### config.mk
export PLATFORM = sky130hd
export DESIGN_NAME = muldiv_ctrl_flat
export DESIGN_NICKNAME = d
export VERILOG_FILES = /design/src/rtl/muldiv_pkg.sv /design/src/rtl/muldiv_ctrl_if.sv /design/src/rtl/muldiv_watchdog.sv /design/src/rtl/muldiv_ctrl.sv /design/src/flat_wrapper.sv
export SDC_FILE = /design/constraint.sdc
export NUM_CORES = 1
export LEC_CHECK = 0
export ABC_AREA = 0
export CAP_MARGIN = 0
export CORE_MARGIN = 4
export CORE_UTILIZATION = 30
export CTS_BUF_LIST = sky130_fd_sc_hd__clkbuf_4
export DETAILED_ROUTE_END_ITERATION = 8
export PLACE_DENSITY = 0.62
export SLEW_MARGIN = 0
export SYNTH_ARGS = -nofsm -noshare
export SYNTH_HDL_FRONTEND = slang
export SYNTH_HIERARCHICAL = 1
export SYNTH_SLANG_ARGS = --single-unit
### constraint.sdc
create_clock -name clock -period 2.03 [get_ports clock]
set_input_delay 0.3045 -clock clock [delete_from_list [all_inputs] [get_ports clock]]
set_output_delay 0.3045 -clock clock [all_outputs]
set_load 0.005 [all_outputs]
### src/rtl/muldiv_pkg.sv
// Shared encodings for the HI/LO sequencing controller: operation selects,
// FSM states, the kind of operation in flight, and default sizing.
package muldiv_pkg;

  localparam int WIDTH_DEF   = 32;
  localparam int TIMEOUT_DEF = 40;

  typedef enum logic [1:0] {
    OP_MULT = 2'b00,
    OP_DIV  = 2'b01,
    OP_MTHI = 2'b10,
    OP_MTLO = 2'b11
  } op_sel_t;

  typedef enum logic [1:0] {
    ST_IDLE   = 2'b00,
    ST_LAUNCH = 2'b01,
    ST_RUN    = 2'b10,
    ST_COMMIT = 2'b11
  } state_t;

  typedef enum logic {
    KIND_MULT = 1'b0,
    KIND_DIV  = 1'b1
  } kind_t;

endpackage

### src/rtl/muldiv_ctrl_if.sv
// Bundle between the requester/datapath side and the muldiv controller.
//
// Request handshake: an operation transfers on a rising clock edge where
// op_valid=1 and op_ready=1. op_ready depends on controller state only, never
// on op_valid. While op_ready=0 the requester keeps op_valid, op_sel, op_a
// and op_b stable; the controller ignores them until it is idle again.
interface muldiv_ctrl_if #(
  parameter int WIDTH = 32
) ();

  // requester side
  logic             op_valid;
  logic [1:0]       op_sel;
  logic [WIDTH-1:0] op_a;
  logic [WIDTH-1:0] op_b;
  logic             op_ready;
  logic             stall;
  logic             done;
  logic             div0;
  logic             timeout_err;
  logic [WIDTH-1:0] hi;
  logic [WIDTH-1:0] lo;

  // datapath unit side
  logic             mult_start;
  logic             div_start;
  logic [WIDTH-1:0] unit_a;
  logic [WIDTH-1:0] unit_b;
  logic             mult_busy;
  logic             div_busy;
  logic [WIDTH-1:0] mult_hi;
  logic [WIDTH-1:0] mult_lo;
  logic [WIDTH-1:0] div_hi;
  logic [WIDTH-1:0] div_lo;

  // controller state for observation
  muldiv_pkg::state_t dbg_state;

  modport slave (
    input  op_valid, op_sel, op_a, op_b,
    input  mult_busy, div_busy, mult_hi, mult_lo, div_hi, div_lo,
    output op_ready, stall, done, div0, timeout_err, hi, lo,
    output mult_start, div_start, unit_a, unit_b, dbg_state
  );

  modport master (
    output op_valid, op_sel, op_a, op_b,
    output mult_busy, div_busy, mult_hi, mult_lo, div_hi, div_lo,
    input  op_ready, stall, done, div0, timeout_err, hi, lo,
    input  mult_start, div_start, unit_a, unit_b, dbg_state
  );

endinterface

### src/rtl/muldiv_watchdog.sv
// RUN-phase cycle counter. Cleared on entry to RUN, counts each enabled
// cycle, and flags the enabled cycle that brings the count to TIMEOUT.
module muldiv_watchdog #(
  parameter int TIMEOUT = 40
) (
  input  logic clock,
  input  logic reset_n,
  input  logic i_clr,
  input  logic i_en,
  output logic o_tc
);

  localparam int CW = $clog2(TIMEOUT + 1);

  logic [CW-1:0] r_cnt;

  // Terminal count: this enabled cycle is the TIMEOUT-th one since clear.
  assign o_tc = i_en && (r_cnt == CW'(TIMEOUT - 1));

  // Count enabled cycles; saturate at the terminal value.
  always_ff @(posedge clock) begin
    if (!reset_n || i_clr) begin
      r_cnt <= '0;
    end else if (i_en && !o_tc) begin
      r_cnt <= r_cnt + CW'(1);
    end
  end

endmodule

### src/rtl/muldiv_ctrl.sv
// Sequencing controller between the CPU control unit and the multi-cycle
// mult/div units: launches one operation at a time, waits on the selected
// unit's busy, commits into HI/LO, and guards against a hung unit.
module muldiv_ctrl import muldiv_pkg::*; #(
  parameter int WIDTH   = WIDTH_DEF,
  parameter int TIMEOUT = TIMEOUT_DEF
) (
  input  logic          clock,
  input  logic          reset_n,
  muldiv_ctrl_if.slave  bus
);

  state_t           r_state;
  kind_t            r_kind;
  logic [WIDTH-1:0] r_hi;
  logic [WIDTH-1:0] r_lo;
  logic [WIDTH-1:0] r_unit_a;
  logic [WIDTH-1:0] r_unit_b;
  logic             r_mult_start;
  logic             r_div_start;
  logic             r_done;
  logic             r_div0;
  logic             r_timeout_err;

  logic             w_busy;
  logic [WIDTH-1:0] w_unit_hi;
  logic [WIDTH-1:0] w_unit_lo;
  logic             w_wd_clr;
  logic             w_wd_en;
  logic             w_wd_tc;

  // Only the unit that was launched is observed; the other may be stale.
  assign w_busy    = (r_kind == KIND_DIV) ? bus.div_busy : bus.mult_busy;
  assign w_unit_hi = (r_kind == KIND_DIV) ? bus.div_hi   : bus.mult_hi;
  assign w_unit_lo = (r_kind == KIND_DIV) ? bus.div_lo   : bus.mult_lo;

  assign w_wd_clr = (r_state == ST_LAUNCH);
  assign w_wd_en  = (r_state == ST_RUN);

  muldiv_watchdog #(.TIMEOUT(TIMEOUT)) u_watchdog (
    .clock   (clock),
    .reset_n (reset_n),
    .i_clr   (w_wd_clr),
    .i_en    (w_wd_en),
    .o_tc    (w_wd_tc)
  );

  // Main sequencer: state, HI/LO, operand latches and all pulse outputs.
  always_ff @(posedge clock) begin
    if (!reset_n) begin
      r_state       <= ST_IDLE;
      r_kind        <= KIND_MULT;
      r_hi          <= '0;
      r_lo          <= '0;
      r_unit_a      <= '0;
      r_unit_b      <= '0;
      r_mult_start  <= 1'b0;
      r_div_start   <= 1'b0;
      r_done        <= 1'b0;
      r_div0        <= 1'b0;
      r_timeout_err <= 1'b0;
    end else begin
      r_mult_start  <= 1'b0;
      r_div_start   <= 1'b0;
      r_done        <= 1'b0;
      r_div0        <= 1'b0;
      r_timeout_err <= 1'b0;
      case (r_state)
        ST_IDLE: begin
          if (bus.op_valid) begin
            case (op_sel_t'(bus.op_sel))
              OP_MTHI: r_hi <= bus.op_a;
              OP_MTLO: r_lo <= bus.op_a;
              OP_MULT: begin
                r_unit_a     <= bus.op_a;
                r_unit_b     <= bus.op_b;
                r_kind       <= KIND_MULT;
                r_mult_start <= 1'b1;
                r_state      <= ST_LAUNCH;
              end
              OP_DIV: begin
                if (bus.op_b == '0) begin
                  // Divide by zero never reaches the unit; HI/LO keep their values.
                  r_div0 <= 1'b1;
                end else begin
                  r_unit_a    <= bus.op_a;
                  r_unit_b    <= bus.op_b;
                  r_kind      <= KIND_DIV;
                  r_div_start <= 1'b1;
                  r_state     <= ST_LAUNCH;
                end
              end
              default: ;
            endcase
          end
        end
        // Start pulse is high during this cycle; busy is not yet meaningful.
        ST_LAUNCH: r_state <= ST_RUN;
        ST_RUN: begin
          if (!w_busy) begin
            r_done  <= 1'b1;
            r_state <= ST_COMMIT;
          end else if (w_wd_tc) begin
            r_timeout_err <= 1'b1;
            r_state       <= ST_IDLE;
          end
        end
        ST_COMMIT: begin
          r_hi    <= w_unit_hi;
          r_lo    <= w_unit_lo;
          r_state <= ST_IDLE;
        end
        default: r_state <= ST_IDLE;
      endcase
    end
  end

  assign bus.op_ready    = (r_state == ST_IDLE);
  assign bus.stall       = (r_state != ST_IDLE);
  assign bus.done        = r_done;
  assign bus.div0        = r_div0;
  assign bus.timeout_err = r_timeout_err;
  assign bus.hi          = r_hi;
  assign bus.lo          = r_lo;
  assign bus.mult_start  = r_mult_start;
  assign bus.div_start   = r_div_start;
  assign bus.unit_a      = r_unit_a;
  assign bus.unit_b      = r_unit_b;
  assign bus.dbg_state   = r_state;

endmodule

### src/flat_wrapper.sv
// flat-port wrapper written by rule: the top's interface ports become plain ports
module muldiv_ctrl_flat import muldiv_pkg::*;
#(
  parameter int WIDTH   = WIDTH_DEF,
  parameter int TIMEOUT = TIMEOUT_DEF
)
  (clock, reset_n, bus_op_valid, bus_op_sel, bus_op_a, bus_op_b, bus_mult_busy, bus_div_busy, bus_mult_hi, bus_mult_lo, bus_div_hi, bus_div_lo, bus_op_ready, bus_stall, bus_done, bus_div0, bus_timeout_err, bus_hi, bus_lo, bus_mult_start, bus_div_start, bus_unit_a, bus_unit_b, bus_dbg_state);
  muldiv_ctrl_if #(.WIDTH(WIDTH)) bus_i ();
  input  logic clock;
  input  logic reset_n;
  input wire logic [$bits(bus_i.op_valid)-1:0] bus_op_valid;
  input wire logic [$bits(bus_i.op_sel)-1:0] bus_op_sel;
  input wire logic [$bits(bus_i.op_a)-1:0] bus_op_a;
  input wire logic [$bits(bus_i.op_b)-1:0] bus_op_b;
  input wire logic [$bits(bus_i.mult_busy)-1:0] bus_mult_busy;
  input wire logic [$bits(bus_i.div_busy)-1:0] bus_div_busy;
  input wire logic [$bits(bus_i.mult_hi)-1:0] bus_mult_hi;
  input wire logic [$bits(bus_i.mult_lo)-1:0] bus_mult_lo;
  input wire logic [$bits(bus_i.div_hi)-1:0] bus_div_hi;
  input wire logic [$bits(bus_i.div_lo)-1:0] bus_div_lo;
  output wire logic [$bits(bus_i.op_ready)-1:0] bus_op_ready;
  output wire logic [$bits(bus_i.stall)-1:0] bus_stall;
  output wire logic [$bits(bus_i.done)-1:0] bus_done;
  output wire logic [$bits(bus_i.div0)-1:0] bus_div0;
  output wire logic [$bits(bus_i.timeout_err)-1:0] bus_timeout_err;
  output wire logic [$bits(bus_i.hi)-1:0] bus_hi;
  output wire logic [$bits(bus_i.lo)-1:0] bus_lo;
  output wire logic [$bits(bus_i.mult_start)-1:0] bus_mult_start;
  output wire logic [$bits(bus_i.div_start)-1:0] bus_div_start;
  output wire logic [$bits(bus_i.unit_a)-1:0] bus_unit_a;
  output wire logic [$bits(bus_i.unit_b)-1:0] bus_unit_b;
  output wire logic [$bits(bus_i.dbg_state)-1:0] bus_dbg_state;
  assign bus_i.op_valid = bus_op_valid;
  assign bus_i.op_sel = bus_op_sel;
  assign bus_i.op_a = bus_op_a;
  assign bus_i.op_b = bus_op_b;
  assign bus_i.mult_busy = bus_mult_busy;
  assign bus_i.div_busy = bus_div_busy;
  assign bus_i.mult_hi = bus_mult_hi;
  assign bus_i.mult_lo = bus_mult_lo;
  assign bus_i.div_hi = bus_div_hi;
  assign bus_i.div_lo = bus_div_lo;
  assign bus_op_ready = bus_i.op_ready;
  assign bus_stall = bus_i.stall;
  assign bus_done = bus_i.done;
  assign bus_div0 = bus_i.div0;
  assign bus_timeout_err = bus_i.timeout_err;
  assign bus_hi = bus_i.hi;
  assign bus_lo = bus_i.lo;
  assign bus_mult_start = bus_i.mult_start;
  assign bus_div_start = bus_i.div_start;
  assign bus_unit_a = bus_i.unit_a;
  assign bus_unit_b = bus_i.unit_b;
  assign bus_dbg_state = bus_i.dbg_state;
  muldiv_ctrl #(.WIDTH(WIDTH), .TIMEOUT(TIMEOUT)) u_core (.clock(clock), .reset_n(reset_n), .bus(bus_i));
endmodule
==> results of run 1 <==
-- Yosys cell counts (all sizes together) --
| cell | number |
|---|---|
| a211o | 64 |
| a211oi | 1 |
| a21oi | 100 |
| a311o | 1 |
| a31oi | 1 |
| a41oi | 2 |
| and2 | 2 |
| and3 | 1 |
| buf | 27 |
| clkbuf | 42 |
| dfxtp | 142 |
| ha | 1 |
| inv | 5 |
| mux2 | 33 |
| mux2i | 98 |
| nand2 | 71 |
| nand2b | 2 |
| nand3 | 3 |
| nand4 | 4 |
| nor2 | 72 |
| nor2b | 4 |
| nor3 | 1 |
| nor3b | 1 |
| nor4 | 8 |
| nor4b | 1 |
| o211a | 32 |
| o21a | 32 |
| o21ai | 34 |
| o22ai | 1 |
| o31ai | 1 |
| or2 | 1 |
| or3 | 1 |
| xor2 | 1 |
-- registers in the layout, summed over array words and instances (netlist names) --
| signal | count |
|---|---|
| u_core/bus.hi | 32 |
| u_core/bus.lo | 32 |
| u_core/bus.unit_a | 32 |
| u_core/bus.unit_b | 32 |
| u_core/u_watchdog/r_cnt | 6 |
| u_core/bus.dbg_state | 2 |
| u_core/bus.div0 | 1 |
| u_core/bus.div_start | 1 |
| u_core/bus.done | 1 |
| u_core/bus.mult_start | 1 |
| u_core/bus.timeout_err | 1 |
| u_core/r_kind | 1 |
-- worst paths after layout --
kind / from / endpoint / slack [ns]
hold reg to reg: u_core/bus.hi[21] / u_core/bus.hi[21] / 0.46
hold / removal: reset_n / u_core/bus.unit_a[29] / 0.20
setup / recovery: u_core/bus.dbg_state[1] / bus_stall / 0.15
setup reg to reg: u_core/bus.dbg_state[1] / u_core/bus.unit_a[7] / 0.27
-- cell families after synthesis --
| group | after synthesis | synth area share |
|---|---|---|
| AO/OA/AOI/OAI | 269 | 0.262 |
| AND/OR/NAND/NOR | 172 | 0.103 |
| flip-flops | 142 | 0.398 |
| multiplexers | 131 | 0.190 |
| buffers and inverters | 74 | 0.0445 |
| XOR/XNOR | 1 | 0.00123 |
| adder cells (fa/ha/maj) | 1 | 0.00175 |
-- layer usage --
| layer | global-route usage | vias up | part of all wire |
|---|---|---|---|
| met3 | 0.0581 | 19 | 0.069 |
| met5 | 0 | - | 0 |
| met1 | 0.218 | 3333 | 0.40 |
| met4 | 0.0450 | 0 | 0.015 |
| li1 | - | 3578 | - |
| met2 | 0.336 | 206 | 0.51 |
-- critical path: stages (launching register included) --
cell and delay (ns):
dfxtp_2 0.45, nor2_4 0.06, inv_1 0.05, clkdlybuf4s50_1 0.49
-- per-stage QoR --
step | setup WS, ns | hold WS, ns | instances
after detailed placement | -0.248 | 0.444 | 1434
after global placement | -0.246 | 0.437 | 1434
after global routing | 0.00446 | 0.127 | 1468
after CTS | 0.0677 | 0.143 | 1467
final | 0.151 | 0.203 | 1468
after floorplan | 0.142 | 0.428 | 790
-- power by group through the flow --
stage               registers (W)  clock network (W)  logic, W
floorplan                 0.00305                  0  0.000607
global placement          0.00306                  0   0.00155
detailed placement        0.00306                  0   0.00156
CTS                       0.00300            0.00210   0.00157
global route              0.00302            0.00223   0.00168
finish                    0.00300            0.00201   0.00155
-- repair_timing --
action / in CTS / in global routing
setup endpoints to repair: 2 / 0
endpoints found under the hold margin: 0 / 0
resized for setup: 4 / 0
buffers inserted: 1 / 0
-- cell type report --
type	count	area share
Multi-Input combinational cell	574	0.348
Timing Repair Buffer	395	0.342
Sequential cell	142	0.246
Tap cell	319	0.0345
Clock inverter	12	0.0139
Clock buffer	20	0.0130
Inverter	5	0.00173
Antenna cell	1	0.000216
==> results.sh, run 1 <==
export IMPL_cts_tree="yes"
export IMPL_tns_ns=0
export IMPL_maxSlewHeadroom=0.677
export IMPL_cap_violations=0
export IMPL_required_ns=1.73
export IMPL_rr_worst_depth=5
export IMPL_syn_num_nets=990
export IMPL_synth_seq_cells=142
export IMPL_status="finished clean"
export IMPL_finalCriticalPeriod_ns=1.88
export IMPL_clock_latency_ns=0.54
export IMPL_io_buffers=335
export IMPL_seqPwrFrac=0.457
export IMPL_synth_top_area_cell="dfxtp_1"
export IMPL_routedWlPerCell_um=17.5
export IMPL_multi_input_area_um2=4030
export IMPL_worstSetupPathType="reg2out"
export IMPL_clk_pin_slew_worst_paths_ns=0.13
export IMPL_io_pins=336
export IMPL_clkSinkCount=142
export IMPL_antenna_found_initial=1
export IMPL_postCtsHoldBufs=0
export IMPL_routabilityCongestion=0.801
export IMPL_wirelength_um=25600
export IMPL_combPwrFrac=0.236
export IMPL_synth_avg_cell_area_um2=9.03
export IMPL_dr_pass1_iters=5
export IMPL_drive_above_1_share=0.0941
export IMPL_grt_usage=0.187
export IMPL_vias=7136
export IMPL_p_leak_nw=4.37
export IMPL_cp_arrival_ns=1.57
export IMPL_endpoint_kind="primary output"
export IMPL_finalMaxSlewViolations=0
export IMPL_crit_path_max_fanout=6
export IMPL_grt_pass1_vias=7091
export IMPL_clk_path_buf_depth=2
export IMPL_nNetsFinal=1335
export IMPL_report_power_total_w=0.00656
export IMPL_row_count=56
export IMPL_synthesis_area_um2=7140
export IMPL_dpl_cell_area_um2=11200
export IMPL_finalSetupViolCount=0
export IMPL_final_setup_skew_ns=0.0250
export IMPL_final_common_cell="clkdlybuf4s50_1"
export IMPL_syn_to_final_growth_pct=62.1
export IMPL_fmax_ghz=0.532
export IMPL_power_density_nw_per_um2=567
export IMPL_ys_seq_area_frac=0.398
export IMPL_fin_crit_sh=0.926
export IMPL_die_h_um=162
export IMPL_synth_area_top_cells="dfxtp_1, mux2i_1, a211o_1, a21oi_1, mux2_1"
export IMPL_core_region_area_um2=23500
export IMPL_initial_core_util=0.304
export IMPL_synth_cell_type_count=39
export IMPL_finalHoldViolCount=0
export IMPL_p_int_w=0.00476
export IMPL_first_iter_violations=322
export IMPL_grt_max_degree=52
export IMPL_synth_cells=790
export IMPL_worst_pin_slew_ns=0.484
export IMPL_drc=0
export IMPL_fillers=2243
export IMPL_ys_warn_count=6
export IMPL_grt_remaining_overflow=0
export IMPL_die_area_um2=26300
export IMPL_hold_path_class="in2reg"
export IMPL_power_switching_w=0.00181
export IMPL_rsz0062_at_grt="no"
export IMPL_ant_nets=0
export IMPL_final_area_um2=11600
export IMPL_critPathLaunchType="flip-flop"
export IMPL_root_buffer="clkbuf_4"
export IMPL_h_tree_depth=4
export IMPL_switching_share=0.276
export IMPL_routed_via_density=4.86
export IMPL_clockPowerShare=0.307
export IMPL_ir_drop_v=0.000281
export IMPL_dp_hpwl_um=19300
export IMPL_layout_common_cells="clkdlybuf4s50_1, dfxtp_1, a21oi_1"
export IMPL_hold_path_cell_count=2
export IMPL_fin_util=0.493
export IMPL_grt_pass1_wl_um=39200
export IMPL_regArea_um2=2850
export IMPL_yosysTopAreaCellShare=0.398
export IMPL_numCtsBuffers=17
export IMPL_die_w_um=162
Note: power is estimated with default switching activity, not from simulation.
==> run 2: changes to the inputs <==
CORE_UTILIZATION = 43   (was 30)
PLACE_DENSITY = 0.84   (was 0.62)
==> results.sh, run 2 (synthesized netlist as in run 1, its figures left out) <==
export IMPL_status="finished clean"
export IMPL_worst_pin_slew_ns=0.410
export IMPL_syn_to_final_growth_pct=59.4
export IMPL_drive_above_1_share=0.0892
export IMPL_core_region_area_um2=16100
export IMPL_critPathLaunchType="flip-flop"
export IMPL_first_iter_violations=408
export IMPL_numCtsBuffers=17
export IMPL_p_leak_nw=4.34
export IMPL_clk_path_buf_depth=2
export IMPL_final_common_cell="clkdlybuf4s50_1"
export IMPL_reg2reg_from="u_core/bus.dbg_state[1]"
export IMPL_finalHoldViolCount=0
export IMPL_grt_usage=0.257
export IMPL_row_count=46
export IMPL_cp_arrival_ns=1.62
export IMPL_grt_remaining_overflow=0
export IMPL_startpoint="u_core/bus.dbg_state[0]"
export IMPL_whs_ns=0.327
export IMPL_cp_cell_sequence="nor2_4, inv_1, clkdlybuf4s50_1"
export IMPL_combPwrFrac=0.245
export IMPL_fillers=1228
export IMPL_clkSinkCount=142
export IMPL_report_power_total_w=0.00635
export IMPL_ir_drop_v=0.000291
export IMPL_finalSetupViolCount=0
export IMPL_crit_family="buffers and inverters"
export IMPL_timing_final_ws_setup_ns=0.103
export IMPL_rsz0062_at_grt="no"
export IMPL_dpl_cell_area_um2=11100
export IMPL_endpoint_kind="primary output"
export IMPL_grt_pass1_wl_um=37300
export IMPL_seqPwrFrac=0.471
export IMPL_final_setup_skew_ns=0.0150
export IMPL_root_buffer="clkbuf_4"
export IMPL_clockPowerShare=0.284
export IMPL_met3_usage=0.0574
export IMPL_top_usage_layer="met2"
export IMPL_dp_hpwl_um=18700
export IMPL_vias=7242
export IMPL_hold_start="reset_n"
export IMPL_routed_via_density=5.32
export IMPL_placed_cells=1327
export IMPL_fmax_ghz=0.519
export IMPL_drc=0
export IMPL_clock_latency_ns=0.54
export IMPL_die_area_um2=18700
export IMPL_antenna_found_initial=1
export IMPL_h_tree_depth=4
export IMPL_dr_pass1_iters=5
export IMPL_worstSetupPathType="reg2out"
export IMPL_clk_pin_slew_worst_paths_ns=0.13
export IMPL_cts_tree="yes"
export IMPL_die_w_um=137
export IMPL_final_area_um2=11400
export IMPL_finalCriticalPeriod_ns=1.93
export IMPL_maxSlewHeadroom=0.727
export IMPL_wirelength_um=24800
export IMPL_p_int_w=0.00457
export IMPL_initial_core_util=0.444
export IMPL_cap_violations=0
export IMPL_fin_crit_sh=0.949
export IMPL_routabilityCongestion=0.831
export IMPL_layoutNonFillerInstCount=1361
export IMPL_post_place_ws_ns=-0.172
export IMPL_cpPeakStageDelay_ns=0.52
export IMPL_routedWlPerCell_um=18.3
export IMPL_nNetsFinal=1331
export IMPL_die_h_um=137
export IMPL_grt_util_met2=0.475
export IMPL_required_ns=1.73
export IMPL_grt_max_degree=58
export IMPL_power_density_nw_per_um2=558
export IMPL_postCtsHoldBufs=0
export IMPL_power_switching_w=0.00179
export IMPL_ant_nets=0
export IMPL_io_buffers=335
export IMPL_slowest_stage="clkdlybuf4s50_1"
export IMPL_worst_path_buf_inv=2
export IMPL_use_met1=0.285
export IMPL_io_pins=336
export IMPL_finalMaxSlewViolations=0
export IMPL_crit_path_max_fanout=6
export IMPL_switching_share=0.281
export IMPL_grt_pass1_vias=7022
export IMPL_hold_path_class="in2reg"
export IMPL_layout_common_cells="clkdlybuf4s50_1, dfxtp_1, a21oi_1"
-- run 2: cell types whose count changed in the layout (fill, tap and decap cells not counted), moves of 2 or more --
cell	change
buf_4	-4
clkbuf_4	-3
clkinv_2	+3
clkinv_1	+2
-- run 2: worst min-delay path: cells and delay by family --
| kind | cells | cell delay [ns] |
|---|---|---|
| compound gates | 1 | 0.16 |
| buf+inv | 2 | 0.38 |
-- run 2: cell type report --
class	count	area, um2	share of cell area
clock buffers	17	128	0.0112
diodes	1	2.50	0.000220
multi-input cells	574	4030	0.354
well taps	216	270	0.0238
inverters	5	20.0	0.00176
flip-flops and latches	142	2850	0.251
repair buffers	391	3930	0.346
clock inverters	15	146	0.0129
-- run 2: worst paths after layout --
path | end | slack (ns) | cells after the start
worst min-delay path | u_core/bus.unit_a[18] | 0.33 | 3
worst min register to register | u_core/bus.hi[31] | 0.46 | 2
worst max-delay path | bus_stall | 0.10 | 3
worst max register to register | u_core/bus.unit_a[2] | 0.28 | 5
-- run 2: repair_timing --
action	CTS	global route
resized for setup	4	1
setup endpoints to repair	2	1
setup buffers	1	0
pin swaps	1	0
-- run 2: metrics by stage --
stage          utilization  setup TNS [ns]
2_1_floorplan            -               0
3_3_place_gp         0.690           -7.76
3_5_place_dp         0.690           -9.49
5_1_grt              0.709               0
6_report             0.709               0
4_1_cts              0.708               0
-- run 2: layer usage --
layer	wire length, um	vias to the layer above
li1	-	3560
met3	1860	40
met4	675	0
met5	0	-
met2	13100	266
met1	9220	3376
-- run 2: power by group through the flow --
stage	sequential [W]	combinational, W	clock (W)
after floorplan	0.00305	0.000607	0
after global placement	0.00304	0.00153	0
after detailed placement	0.00305	0.00156	0
after CTS	0.00299	0.00157	0.00185
after global routing	0.00301	0.00168	0.00198
final	0.00299	0.00156	0.00180
